[config.mk]
export PLATFORM = sky130hd
export DESIGN_NAME = display_7seg_rx
export DESIGN_NICKNAME = d
export VERILOG_FILES = /design/src/rtl/display_7seg_pkg.sv /design/src/rtl/seg7_glyph_decode.sv /design/src/rtl/display_7seg_rx.sv
export SDC_FILE = /design/constraint.sdc
export NUM_CORES = 1
export LEC_CHECK = 0
export ABC_AREA = 1
export CELL_PAD_IN_SITES_DETAIL_PLACEMENT = 0
export CELL_PAD_IN_SITES_GLOBAL_PLACEMENT = 1
export CORE_ASPECT_RATIO = 1.4
export CORE_UTILIZATION = 40
export CTS_BUF_LIST = sky130_fd_sc_hd__clkbuf_16
export CTS_CLUSTER_DIAMETER = 60
export DETAILED_ROUTE_END_ITERATION = 12
export PLACE_DENSITY_LB_ADDON = 0.1
export SLEW_MARGIN = 20
export SYNTH_ARGS = -nofsm -noshare
export SYNTH_HDL_FRONTEND = slang
export SYNTH_SLANG_ARGS = --single-unit
[constraint.sdc]
create_clock -name CLK -period 3.1 [get_ports CLK]
set_input_delay 0.31 -clock CLK [delete_from_list [all_inputs] [get_ports CLK]]
set_output_delay 0.31 -clock CLK [all_outputs]
set_load 0.03 [all_outputs]
[src/rtl/display_7seg_pkg.sv]
// Shared definitions for the scanned 7-segment display receiver:
// bus field layout, glyph patterns (active-low a..g) and the capture FSM states.
package display_7seg_pkg;

    localparam int AN_W    = 4;
    localparam int SEG_W   = 7;
    localparam int BUS_W   = AN_W + SEG_W;
    localparam int AN_LSB  = 7;
    localparam int AN_MSB  = 10;
    localparam int SEG_LSB = 0;
    localparam int SEG_MSB = 6;

    localparam logic [SEG_W-1:0] GLYPH_0     = 7'h01;
    localparam logic [SEG_W-1:0] GLYPH_1     = 7'h4F;
    localparam logic [SEG_W-1:0] GLYPH_2     = 7'h12;
    localparam logic [SEG_W-1:0] GLYPH_3     = 7'h06;
    localparam logic [SEG_W-1:0] GLYPH_4     = 7'h4C;
    localparam logic [SEG_W-1:0] GLYPH_5     = 7'h24;
    localparam logic [SEG_W-1:0] GLYPH_6     = 7'h20;
    localparam logic [SEG_W-1:0] GLYPH_7     = 7'h0F;
    localparam logic [SEG_W-1:0] GLYPH_8     = 7'h00;
    localparam logic [SEG_W-1:0] GLYPH_9     = 7'h04;
    localparam logic [SEG_W-1:0] GLYPH_A     = 7'h08;
    localparam logic [SEG_W-1:0] GLYPH_B     = 7'h60;
    localparam logic [SEG_W-1:0] GLYPH_C     = 7'h31;
    localparam logic [SEG_W-1:0] GLYPH_D     = 7'h42;
    localparam logic [SEG_W-1:0] GLYPH_E     = 7'h30;
    localparam logic [SEG_W-1:0] GLYPH_F     = 7'h38;
    localparam logic [SEG_W-1:0] GLYPH_BLANK = 7'h7F;

    typedef enum logic [1:0] {
        ST_IDLE    = 2'd0,
        ST_SETTLE  = 2'd1,
        ST_CAPTURE = 2'd2
    } scan_state_t;

    // Number of anodes driven low (active-low anode field).
    function automatic logic [2:0] anode_low_count(input logic [AN_W-1:0] an);
        logic [2:0] n;
        n = 3'd0;
        for (int i = 0; i < AN_W; i++) begin
            n = n + {2'b00, ~an[i]};
        end
        return n;
    endfunction

    // Digit index of a single low anode; only meaningful when exactly one is low.
    function automatic logic [1:0] anode_index(input logic [AN_W-1:0] an);
        logic [1:0] idx;
        case (an)
            4'b1110: idx = 2'd0;
            4'b1101: idx = 2'd1;
            4'b1011: idx = 2'd2;
            4'b0111: idx = 2'd3;
            default: idx = 2'd0;
        endcase
        return idx;
    endfunction

endpackage

[src/rtl/seg7_glyph_decode.sv]
// Combinational decode of an active-low a..g segment pattern into a hex nibble.
// legal: one of the 16 hex glyphs. blank: all segments off (not legal).
module seg7_glyph_decode
    import display_7seg_pkg::*;
(
    input  logic [SEG_W-1:0] pattern,
    output logic [3:0]       nibble,
    output logic             legal,
    output logic             blank
);

    // Glyph lookup; anything not listed is illegal.
    always_comb begin
        nibble = 4'h0;
        legal  = 1'b1;
        blank  = 1'b0;
        case (pattern)
            GLYPH_0:     nibble = 4'h0;
            GLYPH_1:     nibble = 4'h1;
            GLYPH_2:     nibble = 4'h2;
            GLYPH_3:     nibble = 4'h3;
            GLYPH_4:     nibble = 4'h4;
            GLYPH_5:     nibble = 4'h5;
            GLYPH_6:     nibble = 4'h6;
            GLYPH_7:     nibble = 4'h7;
            GLYPH_8:     nibble = 4'h8;
            GLYPH_9:     nibble = 4'h9;
            GLYPH_A:     nibble = 4'hA;
            GLYPH_B:     nibble = 4'hB;
            GLYPH_C:     nibble = 4'hC;
            GLYPH_D:     nibble = 4'hD;
            GLYPH_E:     nibble = 4'hE;
            GLYPH_F:     nibble = 4'hF;
            GLYPH_BLANK: begin
                legal = 1'b0;
                blank = 1'b1;
            end
            default:     legal = 1'b0;
        endcase
    end

endmodule

[src/rtl/display_7seg_rx.sv]
// Receiver for a multiplexed 7-segment display bus: waits for each scanned
// digit to hold steady, decodes it, and reports per-digit validity, frame
// completion, error flags and a scan-stall indication.
module display_7seg_rx
    import display_7seg_pkg::*;
#(
    parameter int STABLE_CYCLES = 16,
    parameter int STALL_CYCLES  = 2_000_000
)(
    input  logic             CLK,
    input  logic             RST_N,
    input  logic [BUS_W-1:0] display_in,
    output logic [15:0]      digits,
    output logic [3:0]       digit_ok,
    output logic             frame_valid,
    output logic             glyph_err,
    output logic             anode_err,
    output logic             scan_stalled
);

    localparam int SET_W   = $clog2(STABLE_CYCLES + 1);
    localparam int STALL_W = $clog2(STALL_CYCLES + 1);
    localparam logic [SET_W-1:0]   SET_LAST  = SET_W'(STABLE_CYCLES - 1);
    localparam logic [STALL_W-1:0] STALL_MAX = STALL_W'(STALL_CYCLES);

    logic [BUS_W-1:0]   sync1_r, sync2_r, prev_r, last_cap_r, last_cap_nxt_s;
    scan_state_t        state_r, state_nxt_s;
    logic [SET_W-1:0]   set_cnt_r, set_cnt_nxt_s, set_inc_s;
    logic [STALL_W-1:0] stall_cnt_r, stall_nxt_s;
    logic [15:0]        digits_r, digits_nxt_s;
    logic [3:0]         digit_ok_r, ok_nxt_s, seen_r, seen_nxt_s, sel_s;
    logic               frame_valid_r, fv_nxt_s, glyph_err_r, gerr_nxt_s;
    logic               anode_err_r, aerr_nxt_s, stalled_r, stalled_nxt_s;
    logic [2:0]         low_cnt_s;
    logic               one_low_s, multi_low_s, same_s, capture_s;
    logic [1:0]         cap_idx_s;
    logic [3:0]         dec_nibble_s;
    logic               dec_legal_s, dec_blank_s;

    assign low_cnt_s   = anode_low_count(sync2_r[AN_MSB:AN_LSB]);
    assign one_low_s   = (low_cnt_s == 3'd1);
    assign multi_low_s = (low_cnt_s > 3'd1);
    assign same_s      = (sync2_r == prev_r);
    assign set_inc_s   = set_cnt_r + SET_W'(1);
    assign capture_s   = (state_r == ST_CAPTURE) && !multi_low_s;
    // prev_r holds the settled pattern while in CAPTURE.
    assign cap_idx_s   = anode_index(prev_r[AN_MSB:AN_LSB]);
    assign sel_s       = 4'b0001 << cap_idx_s;

    seg7_glyph_decode u_decode (
        .pattern (prev_r[SEG_MSB:SEG_LSB]),
        .nibble  (dec_nibble_s),
        .legal   (dec_legal_s),
        .blank   (dec_blank_s)
    );

    // Two-flop synchroniser followed by a one-sample history for stability checks.
    always_ff @(posedge CLK or negedge RST_N) begin
        if (!RST_N) begin
            sync1_r <= 11'h7FF;
            sync2_r <= 11'h7FF;
            prev_r  <= 11'h7FF;
        end else begin
            sync1_r <= display_in;
            sync2_r <= sync1_r;
            prev_r  <= sync2_r;
        end
    end

    // FSM state register and settle counter.
    always_ff @(posedge CLK or negedge RST_N) begin
        if (!RST_N) begin
            state_r   <= ST_IDLE;
            set_cnt_r <= '0;
        end else begin
            state_r   <= state_nxt_s;
            set_cnt_r <= set_cnt_nxt_s;
        end
    end

    // Next-state logic: arm on a new single-anode pattern, settle, capture once.
    always_comb begin
        state_nxt_s   = state_r;
        set_cnt_nxt_s = set_cnt_r;
        case (state_r)
            ST_IDLE: begin
                set_cnt_nxt_s = '0;
                if (one_low_s && (sync2_r != last_cap_r)) begin
                    state_nxt_s = ST_SETTLE;
                end else begin
                    state_nxt_s = ST_IDLE;
                end
            end
            ST_SETTLE: begin
                if (!one_low_s) begin
                    state_nxt_s   = ST_IDLE;
                    set_cnt_nxt_s = '0;
                end else if (!same_s) begin
                    set_cnt_nxt_s = '0;
                end else if (set_inc_s == SET_LAST) begin
                    set_cnt_nxt_s = set_inc_s;
                    state_nxt_s   = ST_CAPTURE;
                end else begin
                    set_cnt_nxt_s = set_inc_s;
                end
            end
            ST_CAPTURE: begin
                state_nxt_s   = ST_IDLE;
                set_cnt_nxt_s = '0;
            end
            default: begin
                state_nxt_s   = ST_IDLE;
                set_cnt_nxt_s = '0;
            end
        endcase
        // A multi-anode sample aborts any capture in progress.
        if (multi_low_s) begin
            state_nxt_s   = ST_IDLE;
            set_cnt_nxt_s = '0;
        end else begin
            state_nxt_s   = state_nxt_s;
        end
    end

    // Capture datapath: digit data, validity, seen-mask, frame pulse and error flags.
    always_comb begin
        digits_nxt_s   = digits_r;
        ok_nxt_s       = digit_ok_r;
        seen_nxt_s     = seen_r;
        fv_nxt_s       = 1'b0;
        gerr_nxt_s     = glyph_err_r;
        aerr_nxt_s     = anode_err_r | multi_low_s;
        last_cap_nxt_s = last_cap_r;
        if (capture_s) begin
            last_cap_nxt_s = prev_r;
            if (dec_legal_s) begin
                digits_nxt_s[{cap_idx_s, 2'b00} +: 4] = dec_nibble_s;
            end else begin
                digits_nxt_s = digits_r;
            end
            ok_nxt_s[cap_idx_s] = dec_legal_s;
            gerr_nxt_s = glyph_err_r | ~(dec_legal_s | dec_blank_s);
            if ((seen_r | sel_s) == 4'hF) begin
                seen_nxt_s = 4'h0;
                fv_nxt_s   = 1'b1;
            end else begin
                seen_nxt_s = seen_r | sel_s;
            end
        end else begin
            last_cap_nxt_s = last_cap_r;
        end
    end

    // Stall counter: cleared by each capture, otherwise counts up to saturation.
    always_comb begin
        if (capture_s) begin
            stall_nxt_s = '0;
        end else if (stall_cnt_r != STALL_MAX) begin
            stall_nxt_s = stall_cnt_r + STALL_W'(1);
        end else begin
            stall_nxt_s = stall_cnt_r;
        end
        stalled_nxt_s = (stall_nxt_s == STALL_MAX);
    end

    // Output and capture-state registers.
    always_ff @(posedge CLK or negedge RST_N) begin
        if (!RST_N) begin
            digits_r      <= 16'h0000;
            digit_ok_r    <= 4'h0;
            seen_r        <= 4'h0;
            frame_valid_r <= 1'b0;
            glyph_err_r   <= 1'b0;
            anode_err_r   <= 1'b0;
            last_cap_r    <= 11'h7FF;
            stall_cnt_r   <= '0;
            stalled_r     <= 1'b0;
        end else begin
            digits_r      <= digits_nxt_s;
            digit_ok_r    <= ok_nxt_s;
            seen_r        <= seen_nxt_s;
            frame_valid_r <= fv_nxt_s;
            glyph_err_r   <= gerr_nxt_s;
            anode_err_r   <= aerr_nxt_s;
            last_cap_r    <= last_cap_nxt_s;
            stall_cnt_r   <= stall_nxt_s;
            stalled_r     <= stalled_nxt_s;
        end
    end

    assign digits       = digits_r;
    assign digit_ok     = digit_ok_r;
    assign frame_valid  = frame_valid_r;
    assign glyph_err    = glyph_err_r;
    assign anode_err    = anode_err_r;
    assign scan_stalled = stalled_r;

endmodule
# Word level (Yosys, flattened, before mapping)

Index checks and enable logic that the tools add are counted.
W data, S select, Z words.

Flip-flop bits (word level): 100
Input bits: 13
Logic and storage cells: 97

Add/subtract/negate cells: 6
Magnitude comparators: 3
Equal/unequal tests: 30
Shift operators: 3
Mux-type cells: 23
Bitwise logic cells: 9
Reduce and logical (&&, ||, !) cells: 9

Operator list:

| cell                     | number |
|---|---|
| $pmux W4 S15             | 1 |
| $mux W21                 | 2 |
| $eq A7 B6 Y1 const B     | 5 |
| $eq A7 B7 Y1 const B     | 5 |
| $add A21 B1 Y21 const B  | 1 |
| $eq A21 B21 Y1 const B   | 1 |
| $ne A21 B21 Y1 const B   | 1 |
| $mux W5                  | 4 |
| $bwmux W16               | 1 |
| $reduce_or A16 Y1        | 1 |
| $shift A4 B6 Y16 const A | 1 |
| $shiftx A4 B6 Y16        | 1 |
| $eq A7 B3 Y1 const B     | 2 |
| $eq A7 B4 Y1 const B     | 2 |
| $eq A4 B4 Y1 const B     | 3 |
| $eq A11 B11 Y1           | 1 |
| $ne A11 B11 Y1           | 1 |
| $mux W2                  | 4 |
| $ne A4 B4 Y1 const B     | 2 |
| $eq A7 B1 Y1 const B     | 1 |
| $eq A7 B5 Y1 const B     | 1 |
| $logic_not A7 Y1         | 1 |
| $mux W1                  | 6 |
| $neg A4 Y6               | 1 |
| other kinds (25)         | 34 |

# Logic depth before layout (Yosys ltp)

Word-level depth: 9
Depth in mapped cells: 13
Gate-level depth less buffers: 13

# By module

From an unflattened synthesis, not the netlist that was laid out.

Cells, all modules: 585
Area total of the unflattened synthesis: 4952.2 um^2

By module, submodules not included:

| module            | instances | cells each | area each (um^2) | sequential area each (um^2) |
|---|---|---|---|---|
| display_7seg_rx   | 1         | 512        | 4633.2           | 2557.5 |
| seg7_glyph_decode | 1         | 73         | 319.1            | 0.0 |

# Worst setup path before layout

Ideal clock, no wire load.

Path type: register -> register
Start point: register sync2_r[8]
End point: register last_cap_r[0]
Setup time: 79 ps
Arrival: 2367 ps
Data required time: 3021 ps
Setup slack: 654 ps
Stages on the path, launching flop included: 12
Path buffers: 3
Cell sequence: dfstp_2 -> fa_1 -> inv_1 -> ha_1 -> inv_1 -> ha_1 -> nand3_1 -> buf_2 -> buf_2 -> clkbuf_1 -> nand2_1 -> o21ai_0

Longest elaborated chain between the ends: 7

Ends and longest elaborated chain:

| element                  | RTL line               | text |
|---|---|---|
| start: declaration       | display_7seg_rx.sv:26  | `logic [BUS_W-1:0] sync1_r, sync2_r, prev_r, last_cap_r, last_cap_nxt_s;` |
| start signal: assignment | display_7seg_rx.sv:65  | `sync2_r <= sync1_r;` |
| $not A1 Y1               | display_7seg_pkg.sv:42 | `n = n + {2'b00, ~an[i]};` |
| $add A1 B1 Y2            | display_7seg_pkg.sv:42 |  |
| $add A2 B1 Y3            | display_7seg_pkg.sv:42 |  |
| $add A3 B1 Y3            | display_7seg_pkg.sv:42 |  |
| $gt A3 B1 Y1             | display_7seg_rx.sv:42  | `assign multi_low_s = (low_cnt_s > 3'd1);` |
| $logic_not A1 Y1         | display_7seg_rx.sv:45  | `assign capture_s = (state_r == ST_CAPTURE) && !multi_low_s;` |
| $logic_and A1 B1 Y1      | display_7seg_rx.sv:45  |  |
| end signal: assignment   | display_7seg_rx.sv:185 | `last_cap_r <= last_cap_nxt_s;` |
| end: declaration         | display_7seg_rx.sv:26  |  |

No other way between the ends.
A chain may end at the register's enable or synchronous reset.

# Worst setup path after layout

Start point: register sync2_r[8]
End point: register stalled_r, in the netlist scan_stalled

Longest elaborated chain between the ends: 9

Ends and longest elaborated chain:

| element                   | RTL line               | text |
|---|---|---|
| $not A1 Y1                | display_7seg_pkg.sv:42 |  |
| $add A1 B1 Y2             | display_7seg_pkg.sv:42 |  |
| $add A2 B1 Y3             | display_7seg_pkg.sv:42 |  |
| $add A3 B1 Y3             | display_7seg_pkg.sv:42 |  |
| $gt A3 B1 Y1              | display_7seg_rx.sv:42  |  |
| $logic_not A1 Y1          | display_7seg_rx.sv:45  |  |
| $logic_and A1 B1 Y1       | display_7seg_rx.sv:45  |  |
| $mux W21                  | display_7seg_rx.sv:156 | `if (capture_s) begin` |
| named net stall_nxt_s[10] | display_7seg_rx.sv:29  | `logic [STALL_W-1:0] stall_cnt_r, stall_nxt_s;` |
| $eq A21 B21 Y1            | display_7seg_rx.sv:163 | `stalled_nxt_s = (stall_nxt_s == STALL_MAX);` |
| named net stalled_nxt_s   | display_7seg_rx.sv:33  | `logic anode_err_r, aerr_nxt_s, stalled_r, stalled_nxt_s;` |
| end signal: assignment    | display_7seg_rx.sv:187 | `stalled_r <= stalled_nxt_s;` |
| end: declaration          | display_7seg_rx.sv:33  |  |

The timed path passes the listed nets, and every way through them passes these cells.

==> flow_metrics.env <==
export IMPL_start_util=0.408
export IMPL_post_cts_resized=0
export IMPL_antenna_found_initial=0
export IMPL_grtUsageTotal=0.186
export IMPL_max_freq_mhz=392
export IMPL_path_class="flop to flop"
export IMPL_relSlewSlack=0.567
export IMPL_die_h_um=135
export IMPL_fin_cells=793
export IMPL_hold_viol=23
export IMPL_pwr_share_comb=0.056
export IMPL_rows=48
export IMPL_p_int_w=0.00194
export IMPL_die_area_um2=13000
export IMPL_numClockSinks=100
export IMPL_cts_tree="built"
export IMPL_max_stage_delay_ps=580
export IMPL_area_growth_pct=16.2
export IMPL_seq_area_frac_synth=0.509
export IMPL_power_switching_w=0.000611
export IMPL_boundaryPins=37
export IMPL_num_vias=3887
export IMPL_gp_congestion=0.847
export IMPL_place_inst=777
export IMPL_clock_power_share=0.407
export IMPL_post_cts_buffers=0
export IMPL_grt_pass1_vias=3958
export IMPL_finalSetupViolCount=0
export IMPL_drive_gt1_frac=0.151
export IMPL_die_w_um=96.7
export IMPL_synth_cell_type_count=38
export IMPL_drt_pass1_iter_count=8
export IMPL_crit_chain="fa_1, inv_1, ha_1, inv_1, ha_1, nand3_1, inv_1, nor2_1, nand2_1, nor2_1, nand3_1, nor2_1"
export IMPL_syn_nets=621
export IMPL_hpwl_mm=8.57
export IMPL_finalSetupTns_ps=0
export IMPL_grt_pass1_wl_mm=19.2
export IMPL_cp_slowest_cell="dfstp_2"
export IMPL_worstPathMaxFanout=12
export IMPL_clk_path_buf_depth=2
export IMPL_avgSynthCellArea_um2=8.47
export IMPL_worstMarginPinSlew_ps=647
export IMPL_violations="DRC, hold timing"
export IMPL_hp_class="primary input to asynchronous set/reset pin"
export IMPL_status="complete, but fails checks"
export IMPL_drtAntennaViolNets=0
export IMPL_clockRootBuffer="clkbuf_16"
export IMPL_fin_crit_ps=2550
export IMPL_num_antenna_cells=0
export IMPL_drc=1
export IMPL_clk_latency_ps=350
export IMPL_ys_seq_elements=100
export IMPL_netlist_area_um2=5020
export IMPL_finalCritPeriodShare=0.823
export IMPL_grt_ovfl_total=0
export IMPL_switching_share=0.240
export IMPL_cts_max_level=3
export IMPL_drt_total_wl_mm=11.2
export IMPL_core_um2=12300
export IMPL_rsz0062_at_grt="false"
export IMPL_avgRoutedWirePerCell_um=14.1
export IMPL_worst_setup_path_end_kind="flop"
export IMPL_port_buffers=36
export IMPL_cap_viol_max_count=0
export IMPL_start_kind="flop"
export IMPL_clk_pin_slew_ps=70
export IMPL_numCtsBuffers=9
export IMPL_grt_max_degree=50
export IMPL_synth_cells=593
export IMPL_p_leak_nw=2.68
export IMPL_drt_iter0_markers=144
export IMPL_powerDensity_nw_per_um2=437
export IMPL_crit_required_ps=3370
export IMPL_slew_viol_final=0
export IMPL_cts_hold_buf=0
export IMPL_hold_ws_ps=-9.07
export IMPL_vias_per_cell=4.90
export IMPL_fin_skew_ps=14.8
export IMPL_nNetsFinal=666
export IMPL_arrival_ps=2820
export IMPL_yosysWarnings=0
export IMPL_ir_drop_mv=0.365
export IMPL_pwr_share_seq=0.538
[cells in the mapped netlist]
cell type  number  area share
clkbuf_1        3      0.0022
nand2_1       145        0.11
fa_1            1      0.0040
o21ai_0        22       0.022
o21bai_1        1      0.0015
nand3_2         3      0.0060
nand2_4         1      0.0022
inv_1          69       0.052
xor2_1         16       0.028
nand3_1        58       0.058
nor2_1         71       0.053
a31oi_1         1      0.0012
nand2_2         1      0.0012
nand3b_1        1      0.0015
dfrtp_1        56        0.28
o21a_1          1      0.0015
nor4_1          1      0.0012
buf_6           1      0.0022
dfstp_2        44        0.23
nor3_1         11       0.011
o31ai_1         2      0.0030
xnor2_1        10       0.017
a21oi_1        10       0.010
o21ai_2         1      0.0017
nand4_1        12       0.015
ha_1           14       0.035
or2_2           7      0.0087
nor2_2          6      0.0075
o21ai_1         2      0.0020
nor3b_1         1      0.0015
clkinv_1        1     0.00075
inv_2           6      0.0045
a31o_2          1      0.0017
o22ai_1         3      0.0037
buf_2           3      0.0030
nor2_8          2      0.0080
nor3_2          4      0.0080
nor3_4          1      0.0032
[power groups by stage]
stage               Combinational (W)  Sequential (W)  Clock (W)
global route                 0.000164         0.00138    0.00112
finish                       0.000142         0.00137    0.00104
CTS                          0.000146         0.00137    0.00107
global placement             0.000145         0.00139          0
floorplan                   0.0000803         0.00139          0
detailed placement           0.000146         0.00140          0
[cells by family (layout without fill, tap and decap cells)]
logic type,count (synthesis),in the layout,share of synthesized area
compound gates,44,44,0.0483
flops,100,100,0.509
buf+inv,83,133,0.0643
xor+xnor,26,26,0.0453
fa+ha+maj,15,15,0.0389
simple gates,325,325,0.294
[through the flow]
step           total power, W  area [um2]  hold slack [ps]   util  setup slack [ps]
2_1_floorplan         0.00147        5020             14.4      -               654
3_3_place_gp          0.00154        5570              347  0.452               571
3_5_place_dp          0.00154        5570              347  0.452               517
4_1_cts               0.00259        5840             16.0  0.474               488
5_1_grt               0.00266        5840             46.5  0.474               336
6_report              0.00255        5840            -9.07  0.474               549
[final cells by class]
type                            count  area, um2
Inverter                           76        285
Sequential cell                   100       2560
Clock buffer                        9        225
Multi-Input combinational cell    410       2140
Fill cell                        1190       6470
Timing Repair Buffer               41        395
Clock inverter                      7       45.0
Tap cell                          150        188
[worst max-delay path: cells and delay by family, from the launching register on]
kind	cells	cell delay, ps
flops	1	580
buf+inv	3	350
fa+ha+maj	3	770
simple gates	6	780
[flip-flops by register name (all words and copies together), names as in the netlist, 2 cells and up]
name and cells:
stall_cnt_r 21, sync2_r 11, digits 16, state_r 2
sync1_r 11, prev_r 11, seen_r 4, digit_ok 4
set_cnt_r 5, last_cap_r 11
[path summary, 6_finish.rpt]
check                            from        endpoint  slack (ps)  cells past startpoint
max                        sync2_r[8]    scan_stalled         550                     12
min                             RST_N  stall_cnt_r[6]          -9                      1
max reg2reg                sync2_r[8]    scan_stalled         550                     12
min reg2reg                sync1_r[7]      sync2_r[7]         360                      0
max in group asynchronous       RST_N      sync1_r[0]        2250                      2
min in group CLK           sync1_r[7]      sync2_r[7]         360                      0
[metal layers]
| layer | vias up | wire (um) | global-route usage |
|---|---|---|---|
| li1 | 1966 | - | - |
| met1 | 1843 | 4790 | 0.225 |
| met3 | 14 | 312 | 0.0342 |
| met5 | - | 0 | 0 |
| met2 | 64 | 5900 | 0.333 |
| met4 | 0 | 186 | 0.0597 |
[placed cells by master, fill, tap and decap left out, drive strengths merged, types with 3 or more instances in the layout]
master	netlist	layout
or2	7	7
dfrtp	56	56
clkbuf	3	9
nand2	147	147
nor3	16	16
o22ai	3	3
clkdlybuf4s50	0	35
nand3	61	61
inv	75	78
nor2	79	79
buf	4	6
ha	14	14
a21oi	10	10
dfstp	44	44
xor2	16	16
clkinv	1	3
o21ai	25	25
xnor2	10	10
nand4	12	12
Note: power is estimated with default switching activity, not from simulation.
